===== src/rtl/demux4_rr_dispatch.sv =====
`default_nettype none
// ============================================================================
// Module   : demux4_rr_dispatch
// Purpose  : Round-robin dispatcher in front of a 1:4 demux datapath. Takes
//            one word at a time from a valid/ready input stream, holds it, and
//            presents it to the next enabled lane until that lane is ready.
//            Lanes can be masked at run time through lane_en.
// Ports    : clk        rising-edge clock
//            rst        synchronous active-high reset
//            lane_en    [3:0]        lane eligibility mask
//            in_valid   input word valid
//            in_ready   block accepts the input word this cycle
//            in_data    [WIDTH-1:0]  input word
//            sel        [1:0]        index of the lane being served
//            out_valid  [3:0]        one-hot, bit sel set while a word is held
//            out_ready  [3:0]        per-lane ready
//            out_data   [WIDTH-1:0]  held word, common to all lanes
//            busy       high while a word is held
//            lane_cnt   [4*CNT_W-1:0] per-lane drained-word counters
//                       (present only when DISPATCH_CNT_EN is defined)
// Config   : `define DISPATCH_CNT_EN to add the CNT_W parameter, the lane_cnt
//            port and the per-lane counters.
// Revision : 1.0 - initial release
// ============================================================================
module demux4_rr_dispatch #(
    parameter int WIDTH = 8
`ifdef DISPATCH_CNT_EN
    , parameter int CNT_W = 8
`endif
) (
    input  logic             clk,
    input  logic             rst,
    input  logic [3:0]       lane_en,
    input  logic             in_valid,
    output logic             in_ready,
    input  logic [WIDTH-1:0] in_data,
    output logic [1:0]       sel,
    output logic [3:0]       out_valid,
    input  logic [3:0]       out_ready,
    output logic [WIDTH-1:0] out_data,
    output logic             busy
`ifdef DISPATCH_CNT_EN
    , output logic [4*CNT_W-1:0] lane_cnt
`endif
);

    localparam logic [0:0] S_IDLE = 1'b0;
    localparam logic [0:0] S_HOLD = 1'b1;

    logic [0:0]       r_state;
    logic [1:0]       r_ptr;
    logic [1:0]       r_sel;
    logic [3:0]       r_out_valid;
    logic [WIDTH-1:0] r_buf;

    logic       w_any_en;
    logic       w_in_ready;
    logic       w_accept;
    logic       w_drain;
    logic [7:0] w_dbl;
    logic [3:0] w_rot;
    logic [1:0] w_off;
    logic [1:0] w_nxt;

    assign w_any_en = |lane_en;

    // Rotate the enable mask so bit k corresponds to lane (ptr+k) mod 4; the
    // lowest set bit of the rotated mask is the distance from ptr to nxt.
    assign w_dbl = {lane_en, lane_en};
    assign w_rot = w_dbl[r_ptr +: 4];

    always_comb begin
        w_off = 2'd0;
        casez (w_rot)
            4'b???1: w_off = 2'd0;
            4'b??10: w_off = 2'd1;
            4'b?100: w_off = 2'd2;
            4'b1000: w_off = 2'd3;
            default: w_off = 2'd0;
        endcase
    end

    assign w_nxt = r_ptr + w_off;

    // Only the served lane's ready matters; a drain frees the buffer in the
    // same cycle so a new word can be taken without a bubble.
    assign w_drain    = (r_state == S_HOLD) & out_ready[r_sel];
    assign w_in_ready = ~rst & w_any_en & ((r_state == S_IDLE) | w_drain);
    assign w_accept   = in_valid & w_in_ready;

    always_ff @(posedge clk) begin
        if (rst) begin
            r_state     <= S_IDLE;
            r_ptr       <= 2'd0;
            r_sel       <= 2'd0;
            r_out_valid <= 4'd0;
            r_buf       <= '0;
        end else if (w_accept) begin
            // Lane choice is committed here; later lane_en changes do not
            // re-route the held word.
            r_state     <= S_HOLD;
            r_buf       <= in_data;
            r_sel       <= w_nxt;
            r_ptr       <= w_nxt + 2'd1;
            r_out_valid <= 4'b0001 << w_nxt;
        end else if (w_drain) begin
            r_state     <= S_IDLE;
            r_out_valid <= 4'd0;
        end
    end

    assign in_ready  = w_in_ready;
    assign sel       = r_sel;
    assign out_valid = r_out_valid;
    assign out_data  = r_buf;
    assign busy      = (r_state == S_HOLD);

`ifdef DISPATCH_CNT_EN
    logic [CNT_W-1:0] r_cnt [4];

    for (genvar gi = 0; gi < 4; gi++) begin : g_lane_cnt
        always_ff @(posedge clk) begin
            if (rst) begin
                r_cnt[gi] <= '0;
            end else if (w_drain && (r_sel == 2'(gi))) begin
                r_cnt[gi] <= r_cnt[gi] + 1'b1;
            end
        end
        assign lane_cnt[gi*CNT_W +: CNT_W] = r_cnt[gi];
    end
`endif

endmodule
`default_nettype wire


===== config.mk =====
export PLATFORM = sky130hd
export DESIGN_NAME = demux4_rr_dispatch
export DESIGN_NICKNAME = d
export VERILOG_FILES = /design/src/rtl/demux4_rr_dispatch.sv
export SDC_FILE = /design/constraint.sdc
export NUM_CORES = 1
export LEC_CHECK = 0
export CORE_ASPECT_RATIO = 0.6
export CORE_MARGIN = 5
export CORE_UTILIZATION = 35
export DETAILED_ROUTE_END_ITERATION = 12
export DONT_BUFFER_PORTS = 1
export PLACE_DENSITY = 0.51
export SLEW_MARGIN = 20
export SYNTH_ARGS = -nofsm -noshare
export SYNTH_HDL_FRONTEND = slang
export SYNTH_SLANG_ARGS = --single-unit

===== constraint.sdc =====
create_clock -name clk -period 5.9 [get_ports clk]
set_clock_uncertainty 0.05 [all_clocks]
set_input_delay 0.885 -clock clk [delete_from_list [all_inputs] [get_ports clk]]
set_output_delay 0.885 -clock clk [all_outputs]
set_load 0.01 [all_outputs]

# After elaboration in Yosys (flattened, before gate mapping)
# Cells that the tools add are included.
[word_totals]
inputBits = 19
out_inout_bits = 16
wordCells = 29
regBits = 17
[classes]
n_bitwise = 7
n_eq_ne = 3
addsub = 2
n_reduce_logical = 2
mux = 7
shifts = 2
order_cmp = 1
[ops]
columns = ["cell", "n"]
rows = [
  ["two-way mux 4 bit", 2],
  ["indexed part select 8 x 3 -> 4 bit", 1],
  ["case mux 2 bit (3 select lines)", 1],
  ["AND 1 bit", 4],
  ["== test 4 bit, second input constant", 1],
  ["OR reduction 4 bit", 1],
  ["left shift 1 x 2 -> 4 bit, first input constant", 1],
  ["== test 3 bit, second input constant", 1],
  ["less-than comparator 2 x 3 -> 1 bit, second input constant", 1],
  ["two-way mux 1 bit", 3],
  ["adder 2 x 1 -> 2 bit, second input constant", 1],
  ["adder 2 bit", 1],
  ["binary-select mux 1 bit (select 2 bit)", 1],
  ["== test 2 bit, second input constant", 1],
  ["inverter 1 bit", 2],
  ["nonzero test 2 bit", 1],
  ["OR 1 bit", 1],
]

# Longest topological paths before layout
[depth]
word_depth = 7
mapped_depth = 13
ltp_nobuf = 12

# Worst setup path before layout
# OpenSTA, ideal clock, no wires.
[synth_timing]
path_kind = "input to register"
startpoint = "input lane_en[1]"
endpoint = "register r_out_valid[0] (netlist: out_valid[0])"
path_buffers = 1
arrival_time_ns = 2.877
setup_slack_ns = 2.856
cell_stages = 10
setup_ns = 0.117
required_time_ns = 5.733
cell_sequence = "clkbuf_1 > nor2_1 > or4_1 > o2111ai_1 > ha_1 > xnor2_1 > or3_1 > and2_1 > ha_1 > a22o_2"
[synth_via]
elab_chain_len = 6
word_cells_on_any_way = 13
classes_between = "add/sub: 1; eq/ne: 3; shift: 2; mux: 2; bitwise: 3; reduce/logical: 2"
[synth_rtl]
columns = ["element", "line", "source"]
rows = [
  ["start, declared", "33", "input logic [3:0] lane_en,"],
  ["indexed part select 8 x 3 -> 4 bit", "70", "assign w_rot = w_dbl[r_ptr +: 4];"],
  ["== test 4 bit (tied with other cells)", "74", "casez (w_rot)"],
  ["case mux 2 bit (3 select lines)", "74", ""],
  ["adder 2 bit", "83", "assign w_nxt = r_ptr + w_off;"],
  ["left shift 1 x 2 -> 4 bit", "105", "r_out_valid <= 4'b0001 << w_nxt;"],
  ["two-way mux 4 bit", "98", "end else if (w_accept) begin"],
  ["end signal, assigned", "105", ""],
  ["end, declared", "53", "logic [3:0] r_out_valid;"],
]
# Several ways; a longest one is shown, not always the timed one.
# A chain may end at the register's enable or synchronous reset.

# Final worst setup path
[layout_timing]
startpoint = "input lane_en[0]"
endpoint = "register r_out_valid[0] (netlist: out_valid[0])"
# Same word-level chain as after synthesis.

==> impl_metrics.xml <==
<?xml version="1.0" encoding="UTF-8"?>
<metrics>
  <group name="pwr">
    <metric name="irDropWorstVdd" unit="mV">0.112</metric>
    <metric name="proportion_of_total_power_due_to_net_switching" unit="%">27.2</metric>
    <metric name="switchingPower" unit="W">0.0000728</metric>
    <metric name="p_total" unit="W">0.000268</metric>
    <metric name="power_leakage" unit="nW">0.376</metric>
    <metric name="power.density_cell_area" unit="nW/um^2">282</metric>
    <metric name="share_seq_of_total_power" unit="%">50.7</metric>
    <metric name="p_comb_share" unit="%">17.6</metric>
    <metric name="intPower" unit="W">0.000195</metric>
    <metric name="clkPwrFrac" unit="%">31.7</metric>
  </group>
  <group name="clocking">
    <metric name="worstSkewPairLatency" unit="ps">250</metric>
    <metric name="cts_hold_buf" unit="">0</metric>
    <metric name="path_clk_slew" unit="ps">60</metric>
    <metric name="cts-buffers-inserted" unit="">3</metric>
    <metric name="h_tree_depth" unit="">1</metric>
    <metric name="cts.repair_timing.setup_buffer_count" unit="">0</metric>
    <metric name="clock-sinks" unit="">17</metric>
    <metric name="clock_tree.buffer_depth" unit="">2</metric>
    <metric name="ctsRootBufferMaster" unit="">sky130_fd_sc_hd__clkbuf_8</metric>
    <metric name="post_cts.resized_instances" unit="">0</metric>
    <metric name="cts_tree" unit="">yes</metric>
  </group>
  <group name="critical_path">
    <metric name="reg2regPathDepth" unit="">8</metric>
    <metric name="timing_startpoint_of_the_critical_path" unit="">lane_en[0]</metric>
    <metric name="required" unit="ps">5990</metric>
    <metric name="timing.setup.critical_path_class" unit="">input pin to register</metric>
    <metric name="critPathCaptureType" unit="">register</metric>
    <metric name="r2r_start" unit="">r_ptr[0]</metric>
    <metric name="r2r_setup_slack" unit="ps">3380</metric>
    <metric name="crit_path_start_kind" unit="">input pin</metric>
    <metric name="timing.critical_path.arrival" unit="ps">2800</metric>
    <metric name="reg2reg_to" unit="">out_valid[0]</metric>
    <metric name="path_max_fanout" unit="">8</metric>
  </group>
  <group name="placement">
    <metric name="finalWeightedCongestion" unit="">0.804</metric>
    <metric name="dp_wirelength" unit="um">1380</metric>
    <metric name="placement.io_buffers" unit="">0</metric>
    <metric name="postPlaceCellArea" unit="sq um">907</metric>
  </group>
  <group name="die">
    <metric name="design.core.area" unit="sq um">2500</metric>
    <metric name="dieWidth" unit="um">75.9</metric>
    <metric name="ioPinCount" unit="">35</metric>
    <metric name="floorplan.die_area" unit="sq um">3760</metric>
    <metric name="initial_utilization" unit="%">36.4</metric>
    <metric name="std_cell_rows" unit="">14</metric>
    <metric name="die_y" unit="um">49.5</metric>
  </group>
  <group name="sta">
    <metric name="fin_crit" unit="ps">2710</metric>
    <metric name="finalHoldWorstSlack" unit="ps">505</metric>
    <metric name="timing_hold_violations_final" unit="">0</metric>
    <metric name="finalMaxSlewViolations" unit="">0</metric>
    <metric name="maxSlewHeadroom" unit="%">64.0</metric>
    <metric name="unrepaired_setup_endpoints_after_global_routing" unit="">no</metric>
    <metric name="timing_worst_slew_pin_value" unit="ps">536</metric>
    <metric name="fraction_of_the_cycle_the_final_worst_path_needs" unit="%">45.8</metric>
    <metric name="clock.fmax" unit="MHz">370</metric>
    <metric name="fin_tns_setup" unit="ps">0</metric>
    <metric name="setup_viol" unit="">0</metric>
  </group>
  <group name="yosys">
    <metric name="yosysWarnings" unit="">0</metric>
    <metric name="postSynthRegisterBits" unit="">17</metric>
    <metric name="postSynthCellCount" unit="">98</metric>
    <metric name="synth.net_count" unit="">122</metric>
    <metric name="synth.avg_cell_area" unit="sq um">9.31</metric>
    <metric name="synthesis.area" unit="sq um">912</metric>
    <metric name="synth_seq_area_share" unit="%">37.3</metric>
    <metric name="synth_cell_types" unit="">32</metric>
  </group>
  <group name="cells_and_area">
    <metric name="antenna_cells_inserted" unit="">0</metric>
    <metric name="n_fill_cell" unit="">269</metric>
    <metric name="multi_input_area" unit="sq um">512</metric>
    <metric name="regArea" unit="sq um">340</metric>
    <metric name="mostFrequentLayoutCell" unit="">sky130_fd_sc_hd__nor2_1</metric>
    <metric name="final_standard_cell_area_without_fillers" unit="sq um">952</metric>
    <metric name="final_util" unit="%">38.0</metric>
    <metric name="drive_gt1_share" unit="%">13.7</metric>
    <metric name="layout.cells.most_common_list" unit="">sky130_fd_sc_hd__nor2_1, sky130_fd_sc_hd__dfxtp_1, sky130_fd_sc_hd__mux2i_1</metric>
    <metric name="fin_nets" unit="">120</metric>
    <metric name="layout-area-overhead-vs-synth" unit="%">4.39</metric>
  </group>
  <group name="min_path">
    <metric name="whs_path_depth" unit="">2</metric>
    <metric name="hold_path.class" unit="">register to register</metric>
    <metric name="min-delay-start" unit="">out_data[3]</metric>
    <metric name="min_to" unit="">out_data[3]</metric>
  </group>
  <group name="routing">
    <metric name="drtIter0Drc" unit="">82</metric>
    <metric name="avgRoutedWirePerCell" unit="um">14.9</metric>
    <metric name="post_drt_via_cell_ratio" unit="">5.18</metric>
    <metric name="antenna_left" unit="">0</metric>
    <metric name="first_pass_iters" unit="">4</metric>
    <metric name="drc_errors" unit="">0</metric>
    <metric name="wirelength" unit="um">1890</metric>
    <metric name="vias" unit="">658</metric>
  </group>
  <group name="global_routing">
    <metric name="grt_antenna_before_repair" unit="">0</metric>
    <metric name="grt_pass1_wl" unit="um">3250</metric>
    <metric name="global_route.usage.total" unit="%">10.7</metric>
    <metric name="via_count_of_the_first_global_routing_pass" unit="">631</metric>
    <metric name="globalRouteOverflowTotal" unit="">0</metric>
    <metric name="grt_max_degree" unit="">19</metric>
  </group>
  <group name="flow_run">
    <metric name="drv.max_cap_violation_count" unit="">0</metric>
  </group>
  <group name="status">
    <metric name="result_of_the_run" unit="">finished clean</metric>
  </group>
</metrics>
## worst max-delay path by stage
stage,end,slack [ps],cells past startpoint
6_report,out_valid[0],3190,8
5_1_grt,out_valid[0],3180,8
4_1_cts,out_valid[0],3210,8
3_5_place_dp,out_valid[0],2960,8
3_3_place_gp,out_valid[0],2970,8
2_1_floorplan,out_valid[0],2860,10
## kinds of logic after synthesis
logic type	share of synthesized area, %
compound gates	13.6
flops	37.3
buf+inv	6.58
simple gates	21.3
xor+xnor	0.960
mux	13.4
fa+ha+maj	6.86
## metal layers
metal	wire length (um)	vias up	GRT usage (%)
li1	-	332	-
met1	962	308	14.8
met2	762	18	14.1
met3	164	0	6.00
met4	0	0	2.66
met5	0	-	0
## cell usage after synthesis
| master | n | area [sq um] |
|---|---|---|
| sky130_fd_sc_hd__or4_1 | 1 | 7.51 |
| sky130_fd_sc_hd__o2111ai_1 | 1 | 8.76 |
| sky130_fd_sc_hd__o21a_1 | 1 | 7.51 |
| sky130_fd_sc_hd__or3_1 | 1 | 6.26 |
| sky130_fd_sc_hd__nand2b_1 | 1 | 6.26 |
| sky130_fd_sc_hd__or2_4 | 1 | 8.76 |
| sky130_fd_sc_hd__inv_1 | 4 | 15.0 |
| sky130_fd_sc_hd__a21o_1 | 1 | 7.51 |
| sky130_fd_sc_hd__nor3_1 | 3 | 15.0 |
| sky130_fd_sc_hd__buf_8 | 1 | 15.0 |
| sky130_fd_sc_hd__and2_4 | 1 | 8.76 |
| sky130_fd_sc_hd__nor3b_2 | 1 | 12.5 |
| sky130_fd_sc_hd__buf_6 | 1 | 11.3 |
| sky130_fd_sc_hd__a311oi_2 | 1 | 15.0 |
| sky130_fd_sc_hd__a22o_2 | 4 | 40.0 |
| sky130_fd_sc_hd__nor4b_1 | 2 | 17.5 |
| sky130_fd_sc_hd__a211oi_1 | 1 | 7.51 |
| sky130_fd_sc_hd__nand2_1 | 4 | 15.0 |
| sky130_fd_sc_hd__o21ai_0 | 2 | 10.0 |
| sky130_fd_sc_hd__xnor2_1 | 1 | 8.76 |
| sky130_fd_sc_hd__o21ba_2 | 1 | 10.0 |
| sky130_fd_sc_hd__mux2i_1 | 10 | 100 |
| sky130_fd_sc_hd__dfxtp_1 | 17 | 340 |
| sky130_fd_sc_hd__a21oi_1 | 2 | 10.0 |
| sky130_fd_sc_hd__mux4_2 | 1 | 22.5 |
| sky130_fd_sc_hd__and3b_1 | 1 | 8.76 |
| sky130_fd_sc_hd__nor2_1 | 20 | 75.1 |
| sky130_fd_sc_hd__ha_1 | 5 | 62.6 |
| sky130_fd_sc_hd__o211ai_1 | 1 | 7.51 |
| sky130_fd_sc_hd__clkbuf_1 | 5 | 18.8 |
| sky130_fd_sc_hd__nor4_1 | 1 | 6.26 |
| sky130_fd_sc_hd__and2_1 | 1 | 6.26 |
## critical path, stage by stage
cell and delay, ps:
sky130_fd_sc_hd__or4_1 500, sky130_fd_sc_hd__o2111ai_1 90, sky130_fd_sc_hd__ha_1 190, sky130_fd_sc_hd__xnor2_1 70
sky130_fd_sc_hd__or3_1 420, sky130_fd_sc_hd__and2_1 200, sky130_fd_sc_hd__ha_1 200, sky130_fd_sc_hd__a22o_2 230
## metrics by stage
| stage | instances | worst slack [ps] |
|---|---|---|
| after floorplan | 98 | 2860 |
| after global placement | 123 | 2970 |
| after detailed placement | 123 | 2960 |
| after CTS | 127 | 3210 |
| after global routing | 127 | 3180 |
| final | 127 | 3190 |
## area by class of cell
type,instances,share of cell area (%)
multi-input combinational,70,53.7
sequential,17,35.7
clock buffer,4,4.73
tap,32,4.20
inverter,4,1.58
## power by group through the flow
stage | Clock, W | Sequential [W] | Combinational (W)
after floorplan | 0 | 0.000135 | 0.0000458
after global placement | 0 | 0.000139 | 0.0000463
after detailed placement | 0 | 0.000139 | 0.0000471
after CTS | 0.0000892 | 0.000136 | 0.0000477
after global routing | 0.0000952 | 0.000137 | 0.0000540
final | 0.0000849 | 0.000136 | 0.0000473
## registers in the layout (all words and copies together) (netlist names)
name,flops
out_data,8
r_ptr,2
sel,2
out_valid,4
busy,1
Power figures use the tool's default switching activity.
